**src/rtl/phase_filter_scheduler_pkg.sv**
```systemverilog
// Shared constants and types for the phase-current moving-average scheduler.
package phase_filter_scheduler_pkg;

  localparam int N_CH     = 3;
  localparam int DATA_W   = 16;
  localparam int WIN_LOG2 = 2;
  localparam int WIN      = 1 << WIN_LOG2;
  localparam int CH_W     = $clog2(N_CH);
  localparam int SUM_W    = DATA_W + WIN_LOG2;
  localparam int FILL_W   = WIN_LOG2;

  typedef struct packed {
    logic [CH_W-1:0]   channel;
    logic [DATA_W-1:0] data;
    logic              primed;
  } avg_result_t;

  function automatic logic [CH_W-1:0] ch_wrap(input int unsigned v);
    return CH_W'(v % N_CH);
  endfunction

endpackage

```
**src/rtl/phase_filter_scheduler_if.sv**
```systemverilog
// Sample-in / average-out bus between the ADC front end, the filter and the trip logic.
interface phase_filter_scheduler_if;
  import phase_filter_scheduler_pkg::*;

  logic [N_CH-1:0]        ch_valid;
  logic [N_CH*DATA_W-1:0] ch_data;
  logic                   filt_enable;
  logic                   clear_hist;
  logic                   avg_valid;
  logic [CH_W-1:0]        avg_channel;
  logic [DATA_W-1:0]      avg_data;
  logic                   avg_primed;
  logic [N_CH-1:0]        overrun;

  modport master (
    output ch_valid, ch_data, filt_enable, clear_hist,
    input  avg_valid, avg_channel, avg_data, avg_primed, overrun
  );

  modport slave (
    input  ch_valid, ch_data, filt_enable, clear_hist,
    output avg_valid, avg_channel, avg_data, avg_primed, overrun
  );

endinterface

```
**src/rtl/phase_filter_scheduler_rr_arbiter.sv**
```systemverilog
// Round-robin arbiter: one grant per cycle, search begins after the last granted channel.
module rr_arbiter
  import phase_filter_scheduler_pkg::*;
(
  input  logic            clk,
  input  logic            reset,
  input  logic            clear,
  input  logic            enable,
  input  logic [N_CH-1:0] req,
  output logic [N_CH-1:0] grant,
  output logic [CH_W-1:0] grant_idx,
  output logic            grant_valid
);

  // start_ptr holds the channel after the last grant, so reset to 0 searches channel 0 first.
  logic [CH_W-1:0] start_ptr;
  logic [CH_W-1:0] idx;

  always_comb begin
    grant       = '0;
    grant_idx   = '0;
    grant_valid = 1'b0;
    idx         = '0;
    if (enable) begin
      for (int k = 0; k < N_CH; k++) begin
        idx = ch_wrap(int'(start_ptr) + k);
        if (!grant_valid && req[idx]) begin
          grant_valid = 1'b1;
          grant_idx   = idx;
          grant[idx]  = 1'b1;
        end
      end
    end
  end

  always_ff @(posedge clk) begin
    if (reset || clear) begin
      start_ptr <= '0;
    end else if (grant_valid) begin
      start_ptr <= ch_wrap(int'(grant_idx) + 1);
    end
  end

endmodule

```
**src/rtl/phase_filter_scheduler.sv**
```systemverilog
// Time-shared 4-sample moving average over N_CH ADC channels with per-channel history.
module phase_filter_scheduler
  import phase_filter_scheduler_pkg::*;
(
  input  logic                     clk,
  input  logic                     reset,
  phase_filter_scheduler_if.slave  bus
);

  logic [DATA_W-1:0] pend_data [N_CH];
  logic [N_CH-1:0]   pending;
  logic [N_CH-1:0]   overrun_q;
  logic [DATA_W-1:0] hist [N_CH][WIN-1];
  logic [FILL_W-1:0] fill [N_CH];

  logic [N_CH-1:0]   grant;
  logic [CH_W-1:0]   grant_idx;
  logic              grant_valid;

  logic [SUM_W-1:0]  sum;
  logic [DATA_W-1:0] avg;
  logic              avg_valid_q;
  avg_result_t       result_q;

  logic              wipe;
  assign wipe = reset || bus.clear_hist;

  rr_arbiter u_arb (
    .clk         (clk),
    .reset       (reset),
    .clear       (bus.clear_hist),
    .enable      (bus.filt_enable),
    .req         (pending),
    .grant       (grant),
    .grant_idx   (grant_idx),
    .grant_valid (grant_valid)
  );

  // A strobe on the channel being granted refills the slot it frees, so it is not an overrun.
  always_ff @(posedge clk) begin
    if (wipe) begin
      pending   <= '0;
      overrun_q <= '0;
      for (int i = 0; i < N_CH; i++) pend_data[i] <= '0;
    end else begin
      for (int i = 0; i < N_CH; i++) begin
        if (bus.ch_valid[i] && (!pending[i] || grant[i])) begin
          pending[i]   <= 1'b1;
          pend_data[i] <= bus.ch_data[i*DATA_W +: DATA_W];
        end else if (bus.ch_valid[i]) begin
          overrun_q[i] <= 1'b1;
        end else if (grant[i]) begin
          pending[i]   <= 1'b0;
        end
      end
    end
  end

  always_comb begin
    sum = SUM_W'(pend_data[grant_idx]);
    for (int k = 0; k < WIN-1; k++) sum = sum + SUM_W'(hist[grant_idx][k]);
    avg = sum[SUM_W-1:WIN_LOG2];
  end

  always_ff @(posedge clk) begin
    if (wipe) begin
      for (int i = 0; i < N_CH; i++) begin
        fill[i] <= '0;
        for (int k = 0; k < WIN-1; k++) hist[i][k] <= '0;
      end
    end else if (grant_valid) begin
      for (int k = WIN-2; k > 0; k--) hist[grant_idx][k] <= hist[grant_idx][k-1];
      hist[grant_idx][0] <= pend_data[grant_idx];
      if (fill[grant_idx] != FILL_W'(WIN-1)) fill[grant_idx] <= fill[grant_idx] + 1'b1;
    end
  end

  // Result fields hold between strobes; only avg_valid drops back to 0.
  always_ff @(posedge clk) begin
    if (wipe) begin
      avg_valid_q <= 1'b0;
      result_q    <= '0;
    end else begin
      avg_valid_q <= grant_valid;
      if (grant_valid) begin
        result_q.channel <= grant_idx;
        result_q.data    <= avg;
        result_q.primed  <= (fill[grant_idx] == FILL_W'(WIN-1));
      end
    end
  end

  assign bus.avg_valid   = avg_valid_q;
  assign bus.avg_channel = result_q.channel;
  assign bus.avg_data    = result_q.data;
  assign bus.avg_primed  = result_q.primed;
  assign bus.overrun     = overrun_q;

endmodule

```
**src/flat_wrapper.sv**
```systemverilog
// flat-port wrapper written by rule: the top's interface ports become plain ports
module phase_filter_scheduler_flat import phase_filter_scheduler_pkg::*;
  (clk, reset, bus_ch_valid, bus_ch_data, bus_filt_enable, bus_clear_hist, bus_avg_valid, bus_avg_channel, bus_avg_data, bus_avg_primed, bus_overrun);
  phase_filter_scheduler_if bus_i ();
  input  logic clk;
  input  logic reset;
  input wire logic [$bits(bus_i.ch_valid)-1:0] bus_ch_valid;
  input wire logic [$bits(bus_i.ch_data)-1:0] bus_ch_data;
  input wire logic [$bits(bus_i.filt_enable)-1:0] bus_filt_enable;
  input wire logic [$bits(bus_i.clear_hist)-1:0] bus_clear_hist;
  output wire logic [$bits(bus_i.avg_valid)-1:0] bus_avg_valid;
  output wire logic [$bits(bus_i.avg_channel)-1:0] bus_avg_channel;
  output wire logic [$bits(bus_i.avg_data)-1:0] bus_avg_data;
  output wire logic [$bits(bus_i.avg_primed)-1:0] bus_avg_primed;
  output wire logic [$bits(bus_i.overrun)-1:0] bus_overrun;
  assign bus_i.ch_valid = bus_ch_valid;
  assign bus_i.ch_data = bus_ch_data;
  assign bus_i.filt_enable = bus_filt_enable;
  assign bus_i.clear_hist = bus_clear_hist;
  assign bus_avg_valid = bus_i.avg_valid;
  assign bus_avg_channel = bus_i.avg_channel;
  assign bus_avg_data = bus_i.avg_data;
  assign bus_avg_primed = bus_i.avg_primed;
  assign bus_overrun = bus_i.overrun;
  phase_filter_scheduler u_core (.clk(clk), .reset(reset), .bus(bus_i));
endmodule
```
**config.mk**
```make
export PLATFORM = sky130hd
export DESIGN_NAME = phase_filter_scheduler_flat
export DESIGN_NICKNAME = d
export VERILOG_FILES = /design/src/rtl/phase_filter_scheduler_pkg.sv /design/src/rtl/phase_filter_scheduler_if.sv /design/src/rtl/phase_filter_scheduler_rr_arbiter.sv /design/src/rtl/phase_filter_scheduler.sv /design/src/flat_wrapper.sv
export SDC_FILE = /design/constraint.sdc
export NUM_CORES = 1
export LEC_CHECK = 0
export CORE_MARGIN = 4
export CORE_UTILIZATION = 64
export DETAILED_ROUTE_END_ITERATION = 8
export PLACE_DENSITY = 0.85
export SYNTH_ARGS = -nofsm -noshare
export SYNTH_HDL_FRONTEND = slang
export SYNTH_SLANG_ARGS = --single-unit
```
**constraint.sdc**
```tcl
create_clock -name clk -period 10.15 [get_ports clk]
set_input_delay 2.5375 -clock clk [delete_from_list [all_inputs] [get_ports clk]]
set_output_delay 2.5375 -clock clk [all_outputs]
set_load 0.01 [all_outputs]
```
### After elaboration in Yosys (flattened, before gate mapping)

Memory sizes are Yosys's and may differ from the RTL's.
Index checks and enable logic that the tools add are counted.

* add/subtract/negate cells: 7
* div/mod/pow operators: 4
* $lt $le $gt $ge: 6
* eq/ne operators: 5
* mux-type cells: 64
* bitwise logic cells: 8
* reduce and logical (&&, ||, !) cells: 28

Operator list (count)
* 32-bit by 2-bit modulo with 32-bit output, second input constant: 3
* 16-bit two-way mux: 3
* 48-bit two-way mux: 1
* 48-bit OR reduction: 1
* 1-bit two-way mux: 41
* 18-bit by 16-bit adder with 18-bit output: 2
* 2-bit by 2-bit modulo with 32-bit output, second input constant: 1
* 3-bit two-way mux: 6
* 16-bit by 16-bit adder with 17-bit output: 1
* 2-bit two-way mux: 7
* 2-bit AND reduction: 6
* 2-bit by 3-bit less-than comparator with 1-bit output, second input constant: 3
* 1-bit logical AND: 8
* 2-bit by 1-bit adder with 3-bit output, second input constant: 2
* 1-bit binary-select mux with 2-bit select: 3
* 1-bit demux with 2-bit select: 3
* 2-bit by 1-bit greater-or-equal comparator with 1-bit output, second input constant: 3
* 2-bit by 1-bit inequality test with 1-bit output, second input constant: 3
* 3-bit bitwise OR: 2
* 2-bit nonzero test: 3
* 1-bit zero test: 5
* 1-bit logical OR: 4
* 2-bit by 2-bit adder with 3-bit output, second input constant: 1
* 1-bit inverter: 3
* other kinds (5): 7

* register bits after elaboration: 28
* bits in writable memories: 198
* input port bits: 55
* output and inout bits: 23
* logic and storage cells: 136
* memories kept: 3

Memories
* u_core.hist: words 3, bits a word 48, read ports 1, clocked after memory_dff 0, wr ports 3, RTL line phase_filter_scheduler.sv:13 `logic [DATA_W-1:0] hist [N_CH][WIN-1];`
* u_core.pend_data: words 3, bits a word 16, read ports 1, clocked after memory_dff 0, wr ports 3, RTL line phase_filter_scheduler.sv:10 `logic [DATA_W-1:0] pend_data [N_CH];`
* u_core.fill: words 3, bits a word 2, read ports 1, clocked after memory_dff 0, wr ports 3, RTL line phase_filter_scheduler.sv:14 `logic [FILL_W-1:0] fill [N_CH];`

### Longest topological paths before layout

Gate-level depths: netlist of the first run.
An unclocked memory read counts as a cell.

* depth after elaboration: 21
* mapped depth: 33
* depth with buffers taken out: 30

### Hierarchy

A second synthesis of the first run with hierarchy kept.

* cells, all modules: 1021
* area, all modules: 13472.9 um2

By module, submodules not included
* phase_filter_scheduler: instances 1, cells each 960, area each 12996.2 um2, sequential area each 7967.6 um2
* rr_arbiter: instances 1, cells each 61, area each 476.7 um2, sequential area each 40.0 um2

### Worst setup path before layout of the first run

Ideal clock, no wire load.

* kind: input to register
* start: input port bus_filt_enable
* end: register u_core.result_q (netlist bit u_core.bus.avg_data[15])
* setup time: 0.122 ns
* data arrival time: 7.426 ns
* data required time: 10.028 ns
* slack: 2.603 ns
* stages: 26
* path buffers: 3
* path through: clkbuf_1 -> inv_1 -> or2_2 -> buf_2 -> inv_2 -> clkbuf_1 -> a21oi_1 -> a21oi_1 -> inv_1 -> ha_1 -> fa_1 -> a21oi_1 -> o21ai_0 -> and2_1 -> xnor2_1 -> fa_1 -> inv_1 -> ha_1 -> o21ai_0 -> a21o_1 -> a21oi_1 -> o21ai_0 -> a21oi_1 -> o311a_1 -> o21ai_0 -> a21oi_1

* cells in the longest elaborated chain, start to end: 5
* elaborated cells between the ends (all ways): 7
* those cells by class: add/sub: 3; mux: 2; memory: 2

RTL lines
* from (decl): RTL line flat_wrapper.sv:9 `input wire logic [$bits(bus_i.filt_enable)-1:0] bus_filt_enable;`
* 2-bit two-way mux: RTL line phase_filter_scheduler_rr_arbiter.sv:24 `if (enable) begin`
* memory read 3 x 16 bit / memory read 3 x 48 bit (equally long branches)
* 16-bit by 16-bit adder with 17-bit output: RTL line phase_filter_scheduler.sv:61 `for (int k = 0; k < WIN-1; k++) sum = sum + SUM_W'(hist[grant_idx][k]);`
* 18-bit by 16-bit adder with 18-bit output (2 in series): RTL line phase_filter_scheduler.sv:61
* to (decl): RTL line phase_filter_scheduler.sv:23 `avg_result_t result_q;`

Parallel ways exist; a longest one is shown, timed or not.
A chain may end at the register's enable or synchronous reset.

### Worst setup path after layout of the first run

Ends and elaborated chain as after synthesis.

==> metrics.txt, run 1 <==
Crit path largest cell delay=0.87 ns; drt pass-1 iters=5; RePlAce Congestion=0.902; Mapped Area=11900 um^2; part of the power in registers=44.9%; dpl hpwl=17300 um; Tot GR Track Use=25.4%; H-tree depth=1; final hold violations=0; CP Data Arrival Time=9.19 ns; clk slew on worst S/H paths=0.06 ns; Startpoint Class=input pin; Num CTS Buffers=23; Post-Synthesis Cells=1193; commonest non-fill, non-tap cell in the layout=edfxtp_1; Hold WC Path Type=register to register; Die H=144 um; Psw=0.000629 W; hold path depth=2; most used cell, CP=a21oi_1; Routed Antenna Nets=0; ys async rst share=0%; CTS root buf=clkbuf_16; Peak VDD IR=240 uV; pins over their slew limit=0; filler cell count=1205; Rows=49; vias in the first global route=8652; ANT cells=0; Critical Path Source=bus_filt_enable; Cells after DPL=1445; via count=8906; Die Width=144 um; Setup Buffers After CTS=0; min cycle time layout=8.79 ns; hold_buf cts=0; worst hold margin=0.451 ns; CTS tree=built; largest net degree at the start of global routing=54; Gates resized, CTS repair=0; synthesis-stage register bit count=226; Max Root-Sink Buffers=3; sequential-to-total area share from yosys stat=54.8%; Critical Path Fanout Max=37; Synth cell types=72; Skew-Pair Late Insertion Delay=0.52 ns; setup ws final=1.36 ns; clk sinks=226; Int Pwr=0.00177 W; syn_nets=1304; Iter 0 DRT Violations=1031; pre-CTS WS=1.00 ns; power per cell area=176 nW/um^2; Gate power share=17.1%; Initial Util=65.7%; number of port buffers=77; EDFF count, synth=198; Required @ worst endpoint=10.55 ns; setup TNS=0 ns; routed vias/inst=5.99; Core Box Area=18100 um^2; nets=1352; Post-Layout Cell Count=1487; status=completed; clock power share=38.0%; R2R setup slack=2.89 ns; FF-to-FF path depth=27; DRC violations left=0; crit path to=u_core.bus.avg_data[15]; Synth warnings=0; GR Overflow Total=0; Crit. End Element=register; drt wl/cell=17.9 um; IO Pins=78; final setup vio count=0; Post-synth top flop=edfxtp_1; Crit-path slowest cell=or3_2; reg-to-reg startpoint=u_core.u_arb.start_ptr[0]; initial antenna violation count=0; unrepaired setup endpoints after global routing=false; Max Cap Viol=0; first-pass GRT wire length=42200 um; Sw Share=26.3%; total wire length after detailed routing=26600 um; fin crit share=86.6%; clock skew=0.0150 ns; Static Leak=5.49 nW; Synth Area per Inst=9.96 um^2; Area Overhead vs Synth=14.4%; PnR Total Power=0.00240 W; worst slew pin tran=0.949 ns; Crit Reg-Reg Endpoint=u_core.bus.avg_data[15]; Die ar.=20800 um^2; Worst slew margin=36.5%; layout cell share with drive strength beyond 1=6.20%; critical path type=input pin to register; Max Clk Rate=114 MHz; most frequent cells in the layout=198 x edfxtp_1, 173 x nand2_1, 168 x nor2_1
==> cell families after synthesis <==
logic type | count (synthesis) | share of synthesized area [%]
compound gates | 251 | 13.1
xor+xnor | 19 | 1.40
fa+ha+maj | 57 | 7.06
buf+inv | 144 | 4.75
flops | 226 | 54.8
mux | 2 | 0.169
simple gates | 494 | 18.7
==> how the worst min path moves through the flow <==
stage | startpoint | to | slack [ns]
after detailed placement | u_core.bus.avg_data[5] | u_core.bus.avg_data[5] | 0.44
final | u_core.bus.avg_data[5] | u_core.bus.avg_data[5] | 0.45
after floorplan | u_core.u_arb.start_ptr[1] | u_core.u_arb.start_ptr[1] | 0.47
after global placement | u_core.bus.avg_data[7] | u_core.bus.avg_data[7] | 0.44
after CTS | u_core.bus.avg_data[5] | u_core.bus.avg_data[5] | 0.45
after global routing | u_core.bus.avg_data[1] | u_core.bus.avg_data[1] | 0.48
==> power by group through the flow <==
| stage | combinational, W | clock, W | sequential (W) |
|---|---|---|---|
| finish | 0.000410 | 0.000911 | 0.00108 |
| global route | 0.000457 | 0.000950 | 0.00108 |
| CTS | 0.000409 | 0.000912 | 0.00108 |
| detailed placement | 0.000404 | 0 | 0.00109 |
| global placement | 0.000391 | 0 | 0.00109 |
| floorplan | 0.000292 | 0 | 0.00109 |
==> Yosys cell counts (11+ instances only) <==
cell type,number,share of area (%)
inv_1,76,2.4
edfxtp_1,198,50
clkbuf_1,51,1.6
nor2_1,168,5.3
dfxtp_1,28,4.7
nor3_1,25,1.1
a21oi_1,156,6.6
nand2b_1,13,0.68
xnor2_1,11,0.81
fa_1,17,2.9
nand2_1,175,5.5
ha_1,39,4.1
a21o_1,13,0.82
o21ai_0,21,0.88
nand3_1,20,0.84
and2_1,49,2.6
==> state kept, by name, summed over array words and instances, names as in the netlist, 2 cells and up <==
name,flops
u_core.fill,6
u_core.bus.avg_data,16
u_core.bus.overrun,3
u_core.bus.avg_channel,2
u_core.u_arb.start_ptr,2
u_core.pend_data,48
u_core.pending,3
u_core.hist,144
==> per-layer routing <==
metal / share of wire, % / track usage, % / vias up
li1: - / - / 4216
met4: 1.8 / 5.74 / 0
met5: 0 / 0 / -
met2: 48 / 43.2 / 473
met1: 41 / 35.2 / 4179
met3: 8.9 / 3.74 / 38
==> metrics by stage <==
step | cell area, um^2 | util (%)
3_5_place_dp | 12800 | 70.6
4_1_cts | 13600 | 75.1
5_1_grt | 13600 | 75.1
3_3_place_gp | 12800 | 70.6
2_1_floorplan | 11900 | -
6_report | 13600 | 75.1
==> worst max-delay path: cells and delay by family <==
kind,cells,cell delay [ns]
AOI/OAI and AO/OA,12,2.13
xor gates and xnor gates,1,0.12
adders and majority gates,4,1.38
buffers and inverters,5,1.74
and+or+nand+nor,3,1.26
==> cell type report <==
class	count	area (um^2)	area share, %
Clock inverter	16	226	1.67
Multi-Input combinational cell	823	4820	35.5
Timing Repair Buffer	89	861	6.34
Sequential cell	226	6510	47.9
Inverter	78	294	2.16
Clock buffer	26	587	4.32
Tap cell	229	287	2.11
Power figures use the tool's default switching activity.
==> run 2, diff against run 1 <==
--- a/config.mk
+++ b/config.mk
@@ -5,6 +5,7 @@
 export SDC_FILE = /design/constraint.sdc
 export NUM_CORES = 1
 export LEC_CHECK = 0
+export ABC_AREA = 1
 export CORE_MARGIN = 4
 export CORE_UTILIZATION = 64
 export DETAILED_ROUTE_END_ITERATION = 8
==> run 2 against run 1 <==
Area after synthesis is 2.6% higher. Critical endpoint is now u_core.bus.avg_data[9]. Largest power group unchanged. Sequential cell count stayed put. First-iteration DRC count is 28% lower.
==> metrics.txt, run 2 <==
status=completed; clk slew on worst S/H paths=0.06 ns (about the same); layout cell share with drive strength beyond 1=9.66% (+3.5 points); Synth cell types=49 (-32%); commonest non-fill, non-tap cell in the layout=nor2_1; Post-synth top flop=edfxtp_1; power per cell area=196 nW/um^2 (+11%); Crit Reg-Reg Endpoint=u_core.bus.avg_data[9]; Synth Area per Inst=9.13 um^2 (-8.3%); CP Data Arrival Time=8.63 ns (-0.56 ns); most common library cells after synthesis=267 x nor2_1, 203 x nand2_1, 198 x edfxtp_1, 173 x inv_1, 79 x o21ai_0; PnR Total Power=0.00270 W (+13%); Post-Synthesis Cells=1335 (+12%); Core Box Area=18700 um^2 (+3.4%); Die H=146 um (+1.2%); DRC violations left=0 (unchanged); sequential-to-total area share from yosys stat=53.4% (-1.4 points); Critical Path Source=bus_filt_enable; footprint of the multi-input gates=4740 um^2 (-1.8%); synthesis-stage register bit count=226 (unchanged); nets=1501 (+11%); Tot GR Track Use=24.5% (-0.85 points); drt wl/cell=16.1 um (-9.9%); final setup vio count=0 (unchanged); dpl hpwl=17400 um (+0.81%); DP Area=13100 um^2 (+2.3%); Max Root-Sink Buffers=3 (unchanged); FF-to-FF path depth=35 (+30%); Largest register FFs=144 (unchanged); Die ar.=21300 um^2 (+2.4%); reg-to-reg startpoint=u_core.u_arb.start_ptr[0]; Peak VDD IR=133 uV (-45%); drt pass-1 iters=8 (+3); Skew-Pair Late Insertion Delay=0.52 ns (about the same); crit path to=u_core.bus.avg_data[9]; Gates resized, CTS repair=0 (unchanged); Max Cap Viol=0 (unchanged); RePlAce Congestion=0.939 (+4.0%); first-pass GRT wire length=43300 um (+2.6%); Rows=50 (+2.0%); Iter 0 DRT Violations=743 (-28%); syn_nets=1446 (+11%); Initial Util=65.1% (-0.53 points); Static Leak=6.05 nW (+10%); Area Overhead vs Synth=13.2%; largest net degree at the start of global routing=68 (+26%); ANT cells=0 (unchanged); Worst slew margin=29.1% (-7.4 points); routed vias/inst=5.62 (-6.1%); CTS root buf=clkbuf_16; vias in the first global route=9070 (+4.8%); pins over their slew limit=0 (unchanged); Mapped Area=12200 um^2 (+2.6%); Top reg by flops=u_core.hist; final hold violations=0 (unchanged); via count=9232 (+3.7%); synth top area cells=edfxtp_1 49%, nor2_1 8.2%, nand2_1 6.3%, inv_1 5.3%, dfxtp_1 4.6%; ys async rst share=0% (unchanged); setup TNS=0 ns (unchanged); most frequent cells in the layout=267 x nor2_1, 200 x nand2_1, 198 x edfxtp_1; initial antenna violation count=0 (unchanged); area leader, netlist=edfxtp_1; count leader, synth=nor2_1; Synth warnings=0 (unchanged); total wire length after detailed routing=26500 um (-0.50%); Num CTS Buffers=24 (+4.3%); Routed Antenna Nets=0 (unchanged); min cycle time layout=8.18 ns (-0.608 ns); hold_buf cts=0 (unchanged); Setup Buffers After CTS=0 (unchanged); clock skew=0.0177 ns (+0.00272 ns); IO Pins=78 (unchanged); worst slew pin tran=1.06 ns (+0.111 ns); clk sinks=226 (unchanged); post-route cell area=13800 um^2 (+1.6%); GR Overflow Total=0 (unchanged); post-synth top area share=48.8% (-1.3 points); EDFF count, synth=198 (unchanged); Sequential cell area=6510 um^2 (unchanged); Die Width=146 um (+1.2%); CTS tree=built; filler cell count=1340 (+11%); Critical Path Fanout Max=67 (+81%); Startpoint Class=input pin; Max Clk Rate=122 MHz (+7.4%); Crit. End Element=register; unrepaired setup endpoints after global routing=false; Hold WC Path Type=register to register; H-tree depth=1 (unchanged); Required @ worst endpoint=10.60 ns (+0.05 ns); R2R setup slack=3.18 ns (+0.29 ns); number of port buffers=77 (unchanged); critical path type=input pin to register; fin crit share=80.6% (-6.0 points)
-- run 2: critical path, cell delays in order --
cell and delay [ns]:
clkdlybuf4s50_1 0.58, nand2_2 0.67, buf_4 0.67, nor2_1 0.11
a31oi_1 0.31, inv_1 0.08, ha_1 0.22, fa_1 0.47
nand3_1 0.14, nand2_2 0.07, nand3_2 0.06, nand2_2 0.07
nand2_1 0.09, nand2_1 0.05, nand2_1 0.07, nand2_1 0.07
fa_1 0.54, inv_1 0.04, ha_1 0.36, nand2_1 0.08
inv_1 0.06, a221oi_1 0.37, nand2_1 0.17, a21oi_1 0.17
o21ai_0 0.13, a21oi_1 0.16, o21ai_0 0.14, nand2_1 0.07
-- run 2: worst min path at each step --
stage / startpoint / endpoint / slack [ns] / cells past startpoint
after floorplan: u_core.bus.overrun[0] / u_core.bus.overrun[0] / 0.47 / 2
after global placement: u_core.bus.avg_data[0] / u_core.bus.avg_data[0] / 0.44 / 2
after detailed placement: u_core.bus.avg_data[2] / u_core.bus.avg_data[2] / 0.44 / 2
after CTS: u_core.bus.avg_data[2] / u_core.bus.avg_data[2] / 0.45 / 2
after global routing: u_core.bus.avg_data[2] / u_core.bus.avg_data[2] / 0.46 / 2
final: u_core.bus.avg_data[2] / u_core.bus.avg_data[2] / 0.45 / 2
-- run 2: area by class of cell --
class                           instances  share of cell area, %
Clock buffer                           35                   4.72
Clock inverter                          9                  0.544
Inverter                              186                   5.06
Multi-Input combinational cell        866                   34.3
Sequential cell                       226                   47.2
Tap cell                              234                   2.12
Timing Repair Buffer                   86                   6.08
-- run 2: stage by stage --
| stage | util, % | std cells | hold slack (ns) | setup WS, ns |
|---|---|---|---|---|
| 2_1_floorplan | - | 1335 | 0.474 | 3.22 |
| 3_3_place_gp | 69.9 | 1598 | 0.436 | 1.84 |
| 3_5_place_dp | 69.9 | 1598 | 0.440 | 1.63 |
| 4_1_cts | 73.8 | 1642 | 0.452 | 2.16 |
| 5_1_grt | 73.8 | 1642 | 0.460 | 1.46 |
| 6_report | 73.8 | 1642 | 0.449 | 1.97 |
-- run 2: cell families (layout without fill, tap and decap cells) --
family | after synthesis | in the layout | share of synthesized area, %
adder cells (fa/ha/maj) | 56 | 56 | 6.80
XOR/XNOR | 9 | 9 | 0.647
AND/OR/NAND/NOR | 582 | 582 | 20.5
AO/OA/AOI/OAI | 212 | 212 | 10.3
multiplexers | 7 | 7 | 0.575
buffers and inverters | 243 | 316 | 7.79
flip-flops | 226 | 226 | 53.4
-- run 2: layer usage --
layer / global-route usage (%) / share of wire, % / wire length [um] / vias to the layer above
met2: 43.5 / 48 / 12800 / 420
met4: 8.18 / 3.3 / 862 / 0
met1: 31.3 / 41 / 10800 / 4268
met5: 0 / 0 / 0 / -
met3: 3.27 / 7.6 / 2000 / 57
li1: - / - / - / 4487
-- run 2: report_power, final --
group	switching, W	internal (W)	total (W)
registers	0.0000156	0.00107	0.00108
logic	0.000523	0.000283	0.000806
clock network	0.000342	0.000470	0.000813
total	0.000881	0.00182	0.00270
